==> config.mk <==
export PLATFORM = sky130hd
export DESIGN_NAME = mem_wb_skid_reg_flat
export DESIGN_NICKNAME = d
export VERILOG_FILES = /design/src/rtl/pipe_pkg.sv /design/src/rtl/mem_wb_skid_reg_if.sv /design/src/rtl/pipe_slot.sv /design/src/rtl/mem_wb_skid_reg.sv /design/src/flat_wrapper.sv
export SDC_FILE = /design/constraint.sdc
export NUM_CORES = 1
export LEC_CHECK = 0
export ABC_AREA = 1
export CORE_MARGIN = 2
export CORE_UTILIZATION = 52
export DETAILED_ROUTE_END_ITERATION = 6
export PLACE_DENSITY_LB_ADDON = 0.12
export SETUP_SLACK_MARGIN = 0.4
export SYNTH_ARGS = -nofsm -noshare
export SYNTH_HDL_FRONTEND = slang
export SYNTH_SLANG_ARGS = --single-unit
==> constraint.sdc <==
create_clock -name clk -period 7.79 [get_ports clk]
set_input_delay 0.779 -clock clk [delete_from_list [all_inputs] [get_ports clk]]
set_output_delay 0.779 -clock clk [all_outputs]
set_load 0.005 [all_outputs]
==> src/rtl/pipe_pkg.sv <==
// Shared pipeline types: default widths, MEM/WB payload layout and slot-state encoding.
package pipe_pkg;

    localparam int XLEN = 32;
    localparam int RA_W = 5;
    localparam int RS_W = 2;

    // Encoded as {skid_v, main_v}; 2'b10 cannot occur.
    typedef enum logic [1:0] {
        ST_EMPTY = 2'b00,
        ST_ONE   = 2'b01,
        ST_TWO   = 2'b11
    } slot_state_t;

    typedef struct packed {
        logic [XLEN-1:0] alu_result;
        logic [XLEN-1:0] read_data;
        logic [XLEN-1:0] pc_plus4;
        logic [RA_W-1:0] rd;
        logic            reg_write;
        logic [RS_W-1:0] result_src;
    } mem_wb_payload_t;

endpackage

==> src/rtl/mem_wb_skid_reg_if.sv <==
// MEM->WB handshake bundle: the MEM-side entry with its valid/ready and the WB-side held entry.
interface mem_wb_skid_reg_if #(
    parameter int XLEN = pipe_pkg::XLEN,
    parameter int RA_W = pipe_pkg::RA_W,
    parameter int RS_W = pipe_pkg::RS_W
) ();

    logic            in_valid;
    logic            in_ready;
    logic [XLEN-1:0] alu_result_m;
    logic [XLEN-1:0] read_data_m;
    logic [RA_W-1:0] rd_m;
    logic [XLEN-1:0] pc_plus4_m;
    logic            reg_write_m;
    logic [RS_W-1:0] result_src_m;

    logic            out_valid;
    logic            out_ready;
    logic [XLEN-1:0] alu_result_w;
    logic [XLEN-1:0] read_data_w;
    logic [XLEN-1:0] pc_plus4_w;
    logic [RA_W-1:0] rd_w;
    logic            reg_write_w;
    logic [RS_W-1:0] result_src_w;

    // The pipeline register itself.
    modport slave (
        input  in_valid, alu_result_m, read_data_m, rd_m, pc_plus4_m, reg_write_m, result_src_m,
        input  out_ready,
        output in_ready, out_valid, alu_result_w, read_data_w, pc_plus4_w, rd_w, reg_write_w,
        output result_src_w
    );

    // The surrounding pipeline (MEM producer plus WB consumer).
    modport master (
        output in_valid, alu_result_m, read_data_m, rd_m, pc_plus4_m, reg_write_m, result_src_m,
        output out_ready,
        input  in_ready, out_valid, alu_result_w, read_data_w, pc_plus4_w, rd_w, reg_write_w,
        input  result_src_w
    );

endinterface

==> src/rtl/pipe_slot.sv <==
// One storage slot: payload register plus valid bit with load and clear (clear wins).
module pipe_slot #(
    parameter int W = 8
) (
    input  logic         clk,
    input  logic         reset,
    input  logic         load,
    input  logic         clear,
    input  logic [W-1:0] d,
    output logic [W-1:0] q,
    output logic         valid
);

    always_ff @(posedge clk or posedge reset) begin
        if (reset)      valid <= 1'b0;
        else if (clear) valid <= 1'b0;
        else if (load)  valid <= 1'b1;
    end

    // Payload only moves on load; a consumed entry keeps its bits.
    always_ff @(posedge clk or posedge reset) begin
        if (reset)     q <= '0;
        else if (load) q <= d;
    end

endmodule

==> src/rtl/mem_wb_skid_reg.sv <==
// MEM/WB pipeline register with two-entry skid buffer, flush and x0-write suppression.
// Define MEM_WB_STALL_CNT_EN to add the stall_cnt WB back-pressure counter port.
module mem_wb_skid_reg
    import pipe_pkg::*;
#(
    parameter int XLEN = pipe_pkg::XLEN,
    parameter int RA_W = pipe_pkg::RA_W,
    parameter int RS_W = pipe_pkg::RS_W
) (
    input  logic clk,
    input  logic reset,
    input  logic flush,
    mem_wb_skid_reg_if.slave bus
`ifdef MEM_WB_STALL_CNT_EN
    ,
    output logic [31:0] stall_cnt
`endif
);

    localparam int PW = 3 * XLEN + RA_W + 1 + RS_W;

    logic [PW-1:0] in_pl, main_d, main_q, skid_q;
    logic          main_v, skid_v;
    logic          main_load, main_clr, skid_load, skid_clr, main_from_skid;
    logic          accept, consume, rw_q;
    slot_state_t   state;

    // x0 is hardwired, so its write enable is dropped at capture.
    assign in_pl = {bus.alu_result_m, bus.read_data_m, bus.pc_plus4_m, bus.rd_m,
                    bus.reg_write_m && (bus.rd_m != '0), bus.result_src_m};

    assign state   = slot_state_t'({skid_v, main_v});
    assign accept  = bus.in_valid && !skid_v;
    assign consume = main_v && bus.out_ready;
    assign main_d  = main_from_skid ? skid_q : in_pl;

    always_comb begin
        main_load      = 1'b0;
        main_clr       = 1'b0;
        skid_load      = 1'b0;
        skid_clr       = 1'b0;
        main_from_skid = 1'b0;
        if (flush) begin
            main_clr = 1'b1;
            skid_clr = 1'b1;
        end else begin
            case (state)
                ST_EMPTY: main_load = accept;
                ST_ONE: begin
                    if (accept && consume) main_load = 1'b1;
                    else if (accept)       skid_load = 1'b1;
                    else if (consume)      main_clr  = 1'b1;
                end
                ST_TWO: begin
                    if (consume) begin
                        main_load      = 1'b1;
                        main_from_skid = 1'b1;
                        skid_clr       = 1'b1;
                    end
                end
                default: begin
                    main_clr = 1'b1;
                    skid_clr = 1'b1;
                end
            endcase
        end
    end

    pipe_slot #(.W(PW)) u_main (
        .clk(clk), .reset(reset), .load(main_load), .clear(main_clr),
        .d(main_d), .q(main_q), .valid(main_v)
    );

    pipe_slot #(.W(PW)) u_skid (
        .clk(clk), .reset(reset), .load(skid_load), .clear(skid_clr),
        .d(in_pl), .q(skid_q), .valid(skid_v)
    );

    // in_ready comes straight from the skid valid flop, never from out_ready.
    assign bus.in_ready  = !skid_v;
    assign bus.out_valid = main_v;
    assign {bus.alu_result_w, bus.read_data_w, bus.pc_plus4_w, bus.rd_w, rw_q,
            bus.result_src_w} = main_q;
    assign bus.reg_write_w = rw_q && main_v;

`ifdef MEM_WB_STALL_CNT_EN
    always_ff @(posedge clk or posedge reset) begin
        if (reset)                        stall_cnt <= '0;
        else if (main_v && !bus.out_ready) stall_cnt <= stall_cnt + 32'd1;
    end
`endif

endmodule

==> src/flat_wrapper.sv <==
// flat-port wrapper written by rule: the top's interface ports become plain ports
module mem_wb_skid_reg_flat import pipe_pkg::*;
#(
    parameter int XLEN = pipe_pkg::XLEN,
    parameter int RA_W = pipe_pkg::RA_W,
    parameter int RS_W = pipe_pkg::RS_W
)
  (clk, reset, flush, bus_in_valid, bus_alu_result_m, bus_read_data_m, bus_rd_m, bus_pc_plus4_m, bus_reg_write_m, bus_result_src_m, bus_out_ready, bus_in_ready, bus_out_valid, bus_alu_result_w, bus_read_data_w, bus_pc_plus4_w, bus_rd_w, bus_reg_write_w, bus_result_src_w);
  mem_wb_skid_reg_if #(.XLEN(XLEN), .RA_W(RA_W), .RS_W(RS_W)) bus_i ();
  input  logic clk;
  input  logic reset;
  input  logic flush;
  input wire logic [$bits(bus_i.in_valid)-1:0] bus_in_valid;
  input wire logic [$bits(bus_i.alu_result_m)-1:0] bus_alu_result_m;
  input wire logic [$bits(bus_i.read_data_m)-1:0] bus_read_data_m;
  input wire logic [$bits(bus_i.rd_m)-1:0] bus_rd_m;
  input wire logic [$bits(bus_i.pc_plus4_m)-1:0] bus_pc_plus4_m;
  input wire logic [$bits(bus_i.reg_write_m)-1:0] bus_reg_write_m;
  input wire logic [$bits(bus_i.result_src_m)-1:0] bus_result_src_m;
  input wire logic [$bits(bus_i.out_ready)-1:0] bus_out_ready;
  output wire logic [$bits(bus_i.in_ready)-1:0] bus_in_ready;
  output wire logic [$bits(bus_i.out_valid)-1:0] bus_out_valid;
  output wire logic [$bits(bus_i.alu_result_w)-1:0] bus_alu_result_w;
  output wire logic [$bits(bus_i.read_data_w)-1:0] bus_read_data_w;
  output wire logic [$bits(bus_i.pc_plus4_w)-1:0] bus_pc_plus4_w;
  output wire logic [$bits(bus_i.rd_w)-1:0] bus_rd_w;
  output wire logic [$bits(bus_i.reg_write_w)-1:0] bus_reg_write_w;
  output wire logic [$bits(bus_i.result_src_w)-1:0] bus_result_src_w;
  assign bus_i.in_valid = bus_in_valid;
  assign bus_i.alu_result_m = bus_alu_result_m;
  assign bus_i.read_data_m = bus_read_data_m;
  assign bus_i.rd_m = bus_rd_m;
  assign bus_i.pc_plus4_m = bus_pc_plus4_m;
  assign bus_i.reg_write_m = bus_reg_write_m;
  assign bus_i.result_src_m = bus_result_src_m;
  assign bus_i.out_ready = bus_out_ready;
  assign bus_in_ready = bus_i.in_ready;
  assign bus_out_valid = bus_i.out_valid;
  assign bus_alu_result_w = bus_i.alu_result_w;
  assign bus_read_data_w = bus_i.read_data_w;
  assign bus_pc_plus4_w = bus_i.pc_plus4_w;
  assign bus_rd_w = bus_i.rd_w;
  assign bus_reg_write_w = bus_i.reg_write_w;
  assign bus_result_src_w = bus_i.result_src_w;
  mem_wb_skid_reg #(.XLEN(XLEN), .RA_W(RA_W), .RS_W(RS_W)) u_core (.clk(clk), .reset(reset), .flush(flush), .bus(bus_i));
endmodule
Yosys cells after proc, flatten, opt, wreduce, memory -nomap -nowiden --
Cells that the tools add are included.
Cells by class: equal/unequal tests 2, mux-type cells 21, reductions and logical operators 12
Operators with widths (count):
- 2-to-1 mux 104 bit | 1
- 2-to-1 mux 1 bit | 17
- logical AND 1 bit | 5
- nonzero test 5 bit | 1
- case mux 1 bit (2 select lines) | 2
- nonzero test 2 bit | 2
- OR reduction 2 bit | 2
- case mux 1 bit (3 select lines) | 1
- == test 2 x 1 -> 1 bit (second input constant) | 1
- == test 2 bit (second input constant) | 1
- zero test 2 bit | 1
- zero test 1 bit | 1
Storage, ports and cells: register bits after elaboration 210, bits of input ports 109, output and inout bits 106, word-level logic and storage cells 39

Logic depth before layout (Yosys ltp) --
depth in word-level cells 8, mapped depth 11, gate-level depth less buffers 9

Modules after synthesis --
From an unflattened synthesis, not the netlist that was laid out.
Unflattened totals: cell total of the unflattened synthesis 1257, area, all modules 9477.8 µm²
Modules (own cells, without submodules):
- pipe_slot | instances 2, cells an instance 444, area each 3977.6 µm², sequential area each 2627.5 µm²
- mem_wb_skid_reg | instances 1, cells an instance 369, area each 1522.7 µm², sequential area each 0.0 µm²

Worst setup path after synthesis --
Ideal clock, no wire load.
kind input to register, start input port bus_in_valid, end register u_core.u_main.q[0], setup time 116 ps, data arrival time 1643 ps, data required time 7674 ps, path slack 6030 ps, cell stages on the path 9, buffers on the path 2, cell sequence inv_1 -> nor2_1 -> nand2_1 -> nand2_1 -> nand2_2 -> buf_2 -> buf_2 -> nand2_1 -> nand2_1
Between the ends: word-level cells in the longest chain between the ends 5
RTL lines:
- from (decl) | line flat_wrapper.sv:13 | input wire logic [$bits(bus_i.in_valid)-1:0] bus_in_valid;
- logical AND 1 bit * | line mem_wb_skid_reg.sv:33 | assign accept = bus.in_valid && !skid_v;
- logical AND 1 bit | line mem_wb_skid_reg.sv:50 | if (accept && consume) main_load = 1'b1;
- 2-to-1 mux 1 bit | line mem_wb_skid_reg.sv:50
- case mux 1 bit (3 select lines) * | line mem_wb_skid_reg.sv:47 | case (state)
- 2-to-1 mux 1 bit * | line mem_wb_skid_reg.sv:43 | if (flush) begin
- to (signal assigned) | line pipe_slot.sv:22 | if (reset) q <= '0;
- to (signal assigned) | line pipe_slot.sv:23 | else if (load) q <= d;
- to (decl) | line pipe_slot.sv:10 | output logic [W-1:0] q,
Every way passes the cells marked *; elsewhere a longest branch is shown, timed or not. A chain may end at the register's enable or synchronous reset.

Worst setup path in the final report --
start input port flush, end register u_core.u_main.q[41]
Between the ends: word-level cells in the longest chain between the ends 2, elaborated cells between the ends (all ways) 3, classes of those cells 3 x mux
RTL lines:
- from (decl) | line flat_wrapper.sv:12 | input logic flush;
- 2-to-1 mux 1 bit | line mem_wb_skid_reg.sv:43
- 2-to-1 mux 104 bit | line mem_wb_skid_reg.sv:35 | assign main_d = main_from_skid ? skid_q : in_pl;
Several ways; a longest one is shown, not always the timed one.

==> reports/metrics.yaml <==
outcome:
  status: "completed"
power_and_ir_drop:
  peakVddDrop_mv: 0.173
  leakage_uw: 0.00671
  power_density_nw_per_um2: 274
  finalPower_uw: 3480
setup_path:
  worst-path-stages: 9
  worstPathArrival_ps: 4840
  criticalPathCategory: "in2reg"
  cp-start-kind: "primary input"
  worst_r2r_path_depth: 8
  cp_max_fo: 83
  cp_common_cell: "nand2_1"
  cp_data_required_time_ps: 8170
  slowest_delay_ps: 1110
  cpLargestDelayFamily: "buffers and inverters"
  crit_buf_inv: 4
  cp_slowest_cell: "nand4_1"
  cp-end-kind: "register"
  path_cells: "clkdlybuf4s50_1, clkinv_2, buf_4, nand4_1, buf_4, nand2_1, nand2_1, nand3_1, nand2_1"
place:
  post-place-ws_ps: 2880
  portBuffers: 214
  dp_hpwl_mm: 14.5
  gp_congestion: 0.763
final_layout:
  area_growth_pct: 20.5
  insertedDiodeCount: 0
  final_nets: 1543
  fillerInstances: 1829
  drive_above_1_share_pct: 3.47
  final_core_util_pct: 63.4
sta:
  relSlewSlack_pct: 16.4
  finalSetupTns_ps: 0
  fmax_ghz: 0.224
  period_minus_slack_ps: 4470
  fin_ws_ps: 3320
  maxSlewViolCount: 0
  worst_slew_pin_slew_ps: 1250
  clock_skew_ps: 6.58
  rsz0062_at_grt: "false"
  setup_violations: 0
  timing.final.crit_share_pct: 57.3
  finalHoldViolCount: 0
floorplanning:
  core_um2: 20000
  die_area_um2: 21400
  die_w_um: 146
  start_util_pct: 52.6
  die_y_um: 146
  ios: 215
  row_count: 52
clocking:
  cts.sinks: 210
  ctsHtreeMaxLevel: 1
  cts_resized: 0
  cts_made_buffers: 23
  cts_setup_buffers: 0
  clkTransAtPathRegs_ps: 60
  clock_latency_ps: 500
  cts_tree: "done"
  clk_path_buf_depth: 3
  hold_buffers: 0
  cts-root-buf: "clkbuf_16"
synth:
  ys_ff_latch: 210
  synth_edf_count: 0
  synth_common_cells: "nand2_1, nand3_1, dfrtp_1, inv_1, buf_4"
  ys_seq_area_share_pct: 49.8
  netlist.top_cell.by_area: "dfrtp_1"
  synth_area_per_cell_um2: 7.67
  syn-cell-area_um2: 10500
  synth_most_common_cell: "nand2_1"
  synth_fp_nets: 1489
  synth_top_area_share_pct: 49.8
  synth.area.top_cells: "dfrtp_1, nand2_1, nand3_1, buf_4, o21ai_0"
  synthArstFlopShare_pct: 100
  syn_inst: 1375
  yosysUniqueCellTypes: 16
  synth_warnings: 0
  ys.flop_type: "dfrtp_1"
route:
  ant_nets: 0
  drc: 0
  drt_iter0_drc: 572
  detail_route.wl_per_cell_um: 14.8
  drt_first_pass_iters: 5
  routed_via_density: 5.05
  wl_mm: 25.4
  vias: 8650
grt:
  grt_util_met3_pct: 3.69
  grt_pass1_vias: 8127
  grt_overflow: 0
  met2_usage_pct: 38.8
  track_usage_pct: 23.8
  antenna_found_initial: 0
  grt_max_degree: 129
  top_usage_layer: "met2"
  grt_util_met1_pct: 33.6
  grt_pass1_wl_mm: 42.1
flow_run:
  drv_cap: 0
min_path:
  min_path_type: "reg2reg"
  hold_path_depth: 2
## kinds of logic after synthesis
| family | count (synthesis) | synth area share (%) |
|---|---|---|
| AND/OR/NAND/NOR | 745 | 29.1 |
| buffers and inverters | 305 | 15.3 |
| flip-flops | 210 | 49.8 |
| AO/OA/AOI/OAI | 110 | 5.22 |
| adder cells (fa/ha/maj) | 5 | 0.593 |
## worst reg2reg max path: cells and delay by family (launching register included)
kind / cells / cell delay, ps
fa+ha+maj: 1 / 180
flops: 1 / 430
buf+inv: 3 / 940
compound gates: 2 / 300
simple gates: 2 / 1040
## metal layers
metal,part of all wire [%],vias up
met5,0,-
li1,-,4297
met3,5.6,42
met1,46,4043
met2,46,268
met4,2.5,0
## report_power, final
group | switching [uW] | internal, uW | total, uW
sequential | 190 | 1430 | 1620
clock | 426 | 685 | 1110
combinational | 343 | 404 | 747
## flip-flops by register name, indices dropped and copies added (netlist names)
signal,flops
u_core.u_main.q,104
u_core.u_main.valid,1
u_core.u_skid.q,104
u_core.u_skid.valid,1
## area by class of cell
type,count,area (um^2),area share [%]
Timing Repair Buffer,221,2190,17.3
Clock inverter,8,115,0.906
Sequential cell,210,5260,41.4
Inverter,113,434,3.42
Tap cell,270,338,2.66
Multi-Input combinational cell,860,3710,29.2
Clock buffer,31,656,5.16
## worst paths after layout
check | from | end | slack [ps]
hold / removal | u_core.u_main.q[99] | u_core.u_main.q[99] | 460
max in group asynchronous | reset | u_core.u_skid.q[77] | 5260
setup reg to reg | u_core.u_skid.valid | u_core.u_skid.q[23] | 4760
setup / recovery | flush | u_core.u_main.q[41] | 3320
min in group asynchronous | reset | u_core.u_main.q[16] | 900
hold reg to reg | u_core.u_main.q[99] | u_core.u_main.q[99] | 460
## placed cells by master (no fill, tap or decap), types with 2 or more instances in the layout
cell / count
nand2_1: 525
clkdlybuf4s50_1: 214
nand3_1: 211
dfrtp_1: 210
inv_1: 110
o21ai_0: 95
clkbuf_16: 23
o21ai_1: 10
clkinv_2: 7
buf_4: 7
a21oi_1: 5
ha_1: 5
clkbuf_8: 5
nor2_1: 4
bufinv_16: 3
clkbuf_1: 3
nand2_4: 2
## metrics by stage
step	cells	hold slack, ps	instance area, um^2
finish	1713	465	12700
global route	1713	487	12700
CTS	1713	471	12700
detailed placement	1674	457	11900
global placement	1674	453	11900
floorplan	1375	443	10500
Note: power is estimated with default switching activity, not from simulation.
